==> config.mk <==
export PLATFORM = sky130hd
export DESIGN_NAME = sel_mux_pipe_flat
export DESIGN_NICKNAME = d
export VERILOG_FILES = /design/src/rtl/sel_mux_pipe_if.sv /design/src/rtl/sel_mux_pipe.sv /design/src/flat_wrapper.sv
export SDC_FILE = /design/constraint.sdc
export NUM_CORES = 1
export LEC_CHECK = 0
export BUFFER_PORTS_ARGS = -buffer_cell sky130_fd_sc_hd__buf_2
export CAP_MARGIN = 0
export CORE_MARGIN = 4
export CORE_UTILIZATION = 52
export DETAILED_ROUTE_END_ITERATION = 7
export PLACE_DENSITY = 0.88
export SYNTH_ARGS = -nofsm -noshare
export SYNTH_HDL_FRONTEND = slang
export SYNTH_SLANG_ARGS = --single-unit
==> constraint.sdc <==
create_clock -name CLK -period 3.59 [get_ports CLK]
set_input_delay 0.359 -clock CLK [delete_from_list [all_inputs] [get_ports CLK]]
set_output_delay 0.359 -clock CLK [all_outputs]
set_load 0.01 [all_outputs]
==> src/rtl/sel_mux_pipe_if.sv <==
// Handshake bundle for sel_mux_pipe: the upstream select/capture side and the
// downstream head-of-buffer side.
interface sel_mux_pipe_if #(
    parameter int WIDTH  = 32,
    parameter int NUM_IN = 6,
    parameter int SEL_W  = 3
);
    logic [NUM_IN*WIDTH-1:0] in_data;
    logic [SEL_W-1:0]        in_sel;
    logic                    in_valid;
    logic                    in_ready;
    logic [WIDTH-1:0]        out_data;
    logic                    out_sel_err;
    logic                    out_valid;
    logic                    out_ready;
    logic [1:0]              occupancy;

    // Driver / monitor side (testbench, upstream and downstream stages).
    modport master (
        output in_data, in_sel, in_valid, out_ready,
        input  in_ready, out_data, out_sel_err, out_valid, occupancy
    );

    // Block side.
    modport slave (
        input  in_data, in_sel, in_valid, out_ready,
        output in_ready, out_data, out_sel_err, out_valid, occupancy
    );
endinterface

==> src/rtl/sel_mux_pipe.sv <==
// N-to-1 operand select feeding a 2-entry elastic buffer. Out-of-range selects
// capture input 0 and carry an error flag with the entry.
module sel_mux_pipe #(
    parameter int WIDTH  = 32,
    parameter int NUM_IN = 6,
    parameter int SEL_W  = 3
) (
    input logic           CLK,
    input logic           RST,
    sel_mux_pipe_if.slave pipe
);

    generate
        if ((NUM_IN < 2) || (NUM_IN > 16) || ((1 << SEL_W) < NUM_IN)) begin : g_bad_params
            $fatal(1, "sel_mux_pipe: illegal NUM_IN/SEL_W combination");
        end
    endgenerate

    logic [WIDTH-1:0]  r_head;
    logic              r_head_err;
    logic [WIDTH-1:0]  r_tail;
    logic              r_tail_err;
    logic [1:0]        r_occ;

    logic [NUM_IN-1:0] w_hit;
    logic [WIDTH-1:0]  w_sel_data;
    logic [WIDTH-1:0]  w_cap_data;
    logic              w_cap_err;
    logic              w_in_ready;
    logic              w_out_valid;
    logic              w_push;
    logic              w_pop;

    // One-hot decode of the select; an index past NUM_IN matches nothing.
    always_comb begin
        w_hit = '0;
        for (int i = 0; i < NUM_IN; i++) begin
            w_hit[i] = (pipe.in_sel == i[SEL_W-1:0]);
        end
    end

    // AND-OR mux so unselected inputs (even X) are masked to zero.
    always_comb begin
        w_sel_data = '0;
        for (int i = 0; i < NUM_IN; i++) begin
            w_sel_data = w_sel_data | (pipe.in_data[i*WIDTH +: WIDTH] & {WIDTH{w_hit[i]}});
        end
    end

    // Out-of-range select falls back to input 0 and flags the entry.
    always_comb begin
        w_cap_err = ~(|w_hit);
        if (w_cap_err) begin
            w_cap_data = pipe.in_data[WIDTH-1:0];
        end else begin
            w_cap_data = w_sel_data;
        end
    end

    // Ready depends only on registered fill level and reset, never on out_ready.
    always_comb begin
        w_in_ready  = (r_occ != 2'd2) & ~RST;
        w_out_valid = (r_occ != 2'd0);
        w_push      = pipe.in_valid & w_in_ready;
        w_pop       = w_out_valid & pipe.out_ready;
    end

    // Buffer storage and fill counter; tail shifts into head when the head is popped.
    always_ff @(posedge CLK) begin
        if (RST) begin
            r_occ      <= 2'd0;
            r_head     <= '0;
            r_head_err <= 1'b0;
            r_tail     <= '0;
            r_tail_err <= 1'b0;
        end else begin
            case ({w_push, w_pop})
                2'b10: begin
                    if (r_occ == 2'd0) begin
                        r_head     <= w_cap_data;
                        r_head_err <= w_cap_err;
                    end else begin
                        r_tail     <= w_cap_data;
                        r_tail_err <= w_cap_err;
                    end
                    r_occ <= r_occ + 2'd1;
                end
                2'b01: begin
                    r_head     <= r_tail;
                    r_head_err <= r_tail_err;
                    r_occ      <= r_occ - 2'd1;
                end
                2'b11: begin
                    r_head     <= w_cap_data;
                    r_head_err <= w_cap_err;
                end
                default: begin
                    r_occ <= r_occ;
                end
            endcase
        end
    end

    assign pipe.in_ready    = w_in_ready;
    assign pipe.out_valid   = w_out_valid;
    assign pipe.out_data    = r_head;
    assign pipe.out_sel_err = r_head_err;
    assign pipe.occupancy   = r_occ;

endmodule
==> src/flat_wrapper.sv <==
// flat-port wrapper written by rule: the top's interface ports become plain ports
module sel_mux_pipe_flat 
#(
    parameter int WIDTH  = 32,
    parameter int NUM_IN = 6,
    parameter int SEL_W  = 3
)
  (CLK, RST, pipe_in_data, pipe_in_sel, pipe_in_valid, pipe_out_ready, pipe_in_ready, pipe_out_data, pipe_out_sel_err, pipe_out_valid, pipe_occupancy);
  sel_mux_pipe_if #(.WIDTH(WIDTH), .NUM_IN(NUM_IN), .SEL_W(SEL_W)) pipe_i ();
  input logic CLK;
  input logic RST;
  input wire logic [$bits(pipe_i.in_data)-1:0] pipe_in_data;
  input wire logic [$bits(pipe_i.in_sel)-1:0] pipe_in_sel;
  input wire logic [$bits(pipe_i.in_valid)-1:0] pipe_in_valid;
  input wire logic [$bits(pipe_i.out_ready)-1:0] pipe_out_ready;
  output wire logic [$bits(pipe_i.in_ready)-1:0] pipe_in_ready;
  output wire logic [$bits(pipe_i.out_data)-1:0] pipe_out_data;
  output wire logic [$bits(pipe_i.out_sel_err)-1:0] pipe_out_sel_err;
  output wire logic [$bits(pipe_i.out_valid)-1:0] pipe_out_valid;
  output wire logic [$bits(pipe_i.occupancy)-1:0] pipe_occupancy;
  assign pipe_i.in_data = pipe_in_data;
  assign pipe_i.in_sel = pipe_in_sel;
  assign pipe_i.in_valid = pipe_in_valid;
  assign pipe_i.out_ready = pipe_out_ready;
  assign pipe_in_ready = pipe_i.in_ready;
  assign pipe_out_data = pipe_i.out_data;
  assign pipe_out_sel_err = pipe_i.out_sel_err;
  assign pipe_out_valid = pipe_i.out_valid;
  assign pipe_occupancy = pipe_i.occupancy;
  sel_mux_pipe #(.WIDTH(WIDTH), .NUM_IN(NUM_IN), .SEL_W(SEL_W)) u_core (.CLK(CLK), .RST(RST), .pipe(pipe_i));
endmodule
Word level (Yosys, flattened, before mapping). Cells that the tools add are included.

$add $sub $neg: 2. Muxes and demuxes: 6. Bitwise gates (word level): 17. Eq/ne operators: 10. Reduce and logical (&&, ||, !) cells: 8.

Operator list (count): $and 32x32->32 (6); $or 32x32->32 (5); $pmux 32 s3 (1); $mux 32 (2); $eq 3x2->1 const B (2); $eq 3x3->1 const B (2); $reduce_or 6->1 (1); $eq 2x2->1 const B (2); $pmux 2 s2 (1); $reduce_and 2->1 (2); $reduce_bool 2->1 (2); $and 1x1->1 (3); $eq 3x1->1 const B (1); $logic_not 3->1 (1); $not 1->1 (3); $pmux 1 s3 (1); $reduce_bool 3->1 (1); $add 2x1->2 const B (1); $eq 2x1->1 const B (1); $logic_not 2->1 (1); $ne 2x1->1 const B (1); $ne 2x2->1 const B (1); $sub 2x1->2 const B (1); $mux 1 (1).

Output and inout port bits: 37. Word-level logic and storage cells: 48. Bits in registers: 68.

Depth between registers and ports, before layout.
Word-level depth: 10. Depth in mapped cells: 11. Gate-level depth less buffers: 9.

Least setup slack after synthesis. No wires, ideal clock.

Path type: input to register. Start point: input port RST. End point: register u_core.r_tail[12]. Data required time: 3.504 ns. Slack: 1.299 ns. Stages: 10. Data arrival time: 2.205 ns. Setup time: 0.086 ns. Cell sequence: clkbuf_1 -> buf_1 -> a21oi_1 -> nand2_1 -> inv_1 -> ha_1 -> nor2b_1 -> buf_2 -> clkbuf_1 -> a211oi_1.

Cells in the longest elaborated chain, start to end: 5.

Ends and longest elaborated chain: from (decl) (line flat_wrapper.sv:11) `input logic RST;`; $not 1->1 (line sel_mux_pipe.sv:62) `w_in_ready = (r_occ != 2'd2) & ~RST;`; $and 1x1->1 (line sel_mux_pipe.sv:62); named net pipe_in_ready (line flat_wrapper.sv:16) `output wire logic [$bits(pipe_i.in_ready)-1:0] pipe_in_ready;`; $and 1x1->1 (line sel_mux_pipe.sv:64) `w_push = pipe.in_valid & w_in_ready;`; $eq 2x2->1 (line sel_mux_pipe.sv:77) `case ({w_push, w_pop})`; $reduce_and 2->1 (no source line); to (signal assigned) (line sel_mux_pipe.sv:83) `r_tail <= w_cap_data;`; to (decl) (line sel_mux_pipe.sv:21) `logic [WIDTH-1:0] r_tail;`.

The timed path passes the listed nets, and every way through them passes these cells. A chain may end at the register's enable or synchronous reset.

Worst setup path in the final report.
Start point: input port RST. End point: register u_core.r_head[14], in the netlist u_core.pipe.out_data[14].

Cells in the longest elaborated chain, start to end: 6.

Ends and longest elaborated chain: $not 1->1 (line sel_mux_pipe.sv:62); $and 1x1->1 (line sel_mux_pipe.sv:62); $and 1x1->1 (line sel_mux_pipe.sv:64); $eq 2x2->1 or $eq 2x1->1 (tied branches) (line sel_mux_pipe.sv:77); $ne 2x1->1 (no source line) or $reduce_bool 3->1 (tied branches); $reduce_and 2->1 (no source line); to (signal assigned) (line sel_mux_pipe.sv:80) `r_head <= w_cap_data;`; to (signal assigned) (line sel_mux_pipe.sv:89) `r_head <= r_tail;`; to (signal assigned) (line sel_mux_pipe.sv:94) `r_head <= w_cap_data;`; to (decl) (line sel_mux_pipe.sv:19) `logic [WIDTH-1:0] r_head;`.

Parallel ways exist; a longest one is shown, timed or not.

==> impl_results.md <==
* Status: completed
* Placer Congestion at 0.8123
* Max VDD drop at 0.0002372 V
* Fillers at 769
* IO Port Bufs at 235
* Core area at 9415 sq um
* Critical Path AT at 2.55 ns
* Clock Skews at 0.004682 ns
* PD cells at 492.8 nW/um^2
* Post-CTS setup buffers at 0
* I/O Pins at 236
* Slew HR at 24.95%
* Max-cap violations at 0
* Setup TNS Final at 0 ns
* Initial DRT Pass Iterations at 5
* Post-Route WL at 15550 um
* N_diodes at 0
* CP Capture Type: flip-flop
* Post-synthesis sequential area ratio at 26.55%
* Syn Std Cell Area at 5127 sq um
* Avg Cell Area, Syn at 9.107 sq um
* Post-synth EDFFs at 0
* Internal power at 1861 uW
* DR DRC count at 0
* Worst Setup Slack post-DPL at 0.9294 ns
* Switching Fraction at 40.45%
* DRT antenna net count at 0
* Die area at 11510 sq um
* PnR worst setup slack at 1.263 ns
* Slowest-stage cell, CP: o21ai_4
* Clock Power Share at 17.2%
* Routed length per placed instance at 17.53 um
* Critical path's largest stage delay at 0.74 ns
* CTS tree: yes
* Remaining Overflow, GRT at 0
* Cts bufs inserted at 9
* Vias per cell at 5.837
* Post-synth net total at 764
* First-pass GRT wire length at 23910 um
* Critical setup path kind: input pin to flip-flop
* Cell area after layout at 6341 sq um
* Initial core utilization at 54.46%
* Pleak at 0.002715 uW
* Yosys cell types at 43
* Max Slew Vio Count at 0
* P_sw at 1264 uW
* Via count at 5177
* Clock root cell: clkbuf_8
* Top FF cell, synth: dfxtp_1
* WP buf/inv at 1
* H-tree levels at 3
* Area delta synth->final at 23.67%
* Total track usage at 25.68%
* Crit Path Max Fanout at 70
* CP required at 3.82 ns
* Yosys warns at 0
* Die Y at 107.3 um
* Critical Path Source Type: input pin
* Top sig layer: met4
* Part of the power in registers at 37.3%
* Comb pwr share at 45.5%
* WL met3 at 1122 um
* Final #Nets at 954
* Post-CTS sizing at 0
* #FFs+latches synth at 68
* Worst-case clock buffer depth at 2
* CTS Sinks at 68
* Number of cells on the worst reg-to-reg path at 7
* Fmax at 429.8 MHz
* Post-route minimum period at 2.327 ns
* Final Cycle Share at 64.81%
* Largest net degree at the start of global routing at 80
* Worst-path clk slew at 0.07 ns
* Antenna violations before repair at 0
* Final Hold Fails at 0
* Placed Instance Area at 6173 sq um
* DRT iter0 DRCs at 300
* DRT met1 WL at 6162 um
* Share of cells above drive strength 1 at 44.59%
* Die W at 107.3 um
* CP Cell Sequence: buf_4 > nor4b_2 > o21ai_4 > nor2_1 > a2111oi_2
* Slew of the pin with the lowest slew margin at 1.126 ns
* Asr flop ratio synth at 0%
* CP top delay family: compound AO/OA/AOI/OAI gates
* Hold WC Path Type: input pin to flip-flop
* Synth Instances at 563
* Cell count along the critical path at 5
* Hold Crit Depth at 3
* CTS Hold Bufs at 0
* Hpwl dp at 11960 um
* RSZ-0062 raised after global routing: false
* Later-pin clock latency in the skew report at 0.34 ns
* Final Util at 67.35%
* WL met2 at 7873 um
* Vias in the first global route at 5091
* Cell Rows at 35
* Final setup viols at 0
registers in the layout, summed over array words and instances (netlist names):
register,count
u_core.pipe.occupancy,2
u_core.pipe.out_data,32
u_core.pipe.out_sel_err,1
u_core.r_tail,32
u_core.r_tail_err,1
tightest hold or removal path: stages:
cell and delay (ns):
buf_2 0.07, a211oi_1 0.11, a211oi_1 0.23
layout make-up:
type / count / area (sq um) / share of cell area, %
multi-input combinational: 430 / 3390 / 53.45
tap: 129 / 161.4 / 2.545
sequential: 68 / 1361 / 21.47
timing repair buffer: 240 / 1244 / 19.61
inverter: 4 / 17.52 / 0.2762
clock buffer: 10 / 137.6 / 2.170
clock inverter: 6 / 30.03 / 0.4736
cells in the mapped netlist, types with 17 or more instances:
cell         n  area share, %
a2111oi_2   29            8.5
a211oi_1    43            6.3
a21oi_1     18            1.8
a32o_1      17            3.3
buf_2       20            2.0
clkbuf_1    18            1.3
dfxtp_1     68             27
mux2i_1     31            6.1
mux4_2      17            7.5
nor2_1     115            8.4
nor2b_1     34            4.1
nor3_2      17            3.3
nor3b_1     17            2.5
through the flow:
step                      power [uW]  hold slack (ns)  std cells
after global placement          2532           0.4744        871
final                           3125           0.4996        887
after global routing            3325           0.5182        887
after detailed placement        2592           0.4912        871
after CTS                       3134           0.4970        887
after floorplan                 2097           0.4543        563
power by group through the flow:
stage | clock (uW) | sequential, uW | combinational, uW
2_1_floorplan | 0 | 1210 | 887
3_5_place_dp | 0 | 1180 | 1420
4_1_cts | 546 | 1160 | 1420
5_1_grt | 583 | 1190 | 1550
6_report | 538 | 1170 | 1420
3_3_place_gp | 0 | 1170 | 1370
placed cells by master (no fill, tap or decap), types with 6 or more instances in the layout:
cell	synthesis	layout
nand2b_1	14	14
a32o_1	17	17
nor3b_1	17	17
o221ai_1	14	14
and2_0	13	13
mux2i_1	31	31
mux4_2	17	17
buf_2	20	233
clkinv_2	0	6
a2111oi_2	29	29
a21oi_1	18	18
dfxtp_1	68	68
nor2b_1	34	33
clkbuf_8	0	10
nand3_1	14	14
a211oi_1	43	43
nor3_2	17	17
nor2_1	115	115
cell families (layout without fill, tap and decap cells):
| kind of cell | count (synthesis) | in the layout | share of synthesized area [%] |
|---|---|---|---|
| and+or+nand+nor | 244 | 244 | 25.67 |
| AOI/OAI and AO/OA | 134 | 134 | 25.84 |
| DFF | 68 | 68 | 26.55 |
| buffers and inverters | 65 | 260 | 7.589 |
| muxes | 48 | 48 | 13.52 |
| adders and majority gates | 2 | 2 | 0.4880 |
| xor gates and xnor gates | 2 | 2 | 0.3417 |
final timing paths:
check	startpoint	endpoint	slack (ns)
worst min register to register	u_core.r_tail[20]	u_core.r_tail[20]	0.50
worst min-delay path	pipe_in_data[30]	u_core.r_tail[30]	0.50
worst max-delay path	RST	u_core.pipe.out_data[14]	1.26
worst max register to register	u_core.pipe.occupancy[0]	u_core.pipe.out_data[14]	1.29
per-layer routing:
metal | track usage [%] | vias up
met5 | 0 | -
met1 | 31.23 | 2445
met4 | 7.489 | 0
met3 | 5.699 | 34
li1 | - | 2474
met2 | 45.26 | 224
Power figures use the tool's default switching activity.
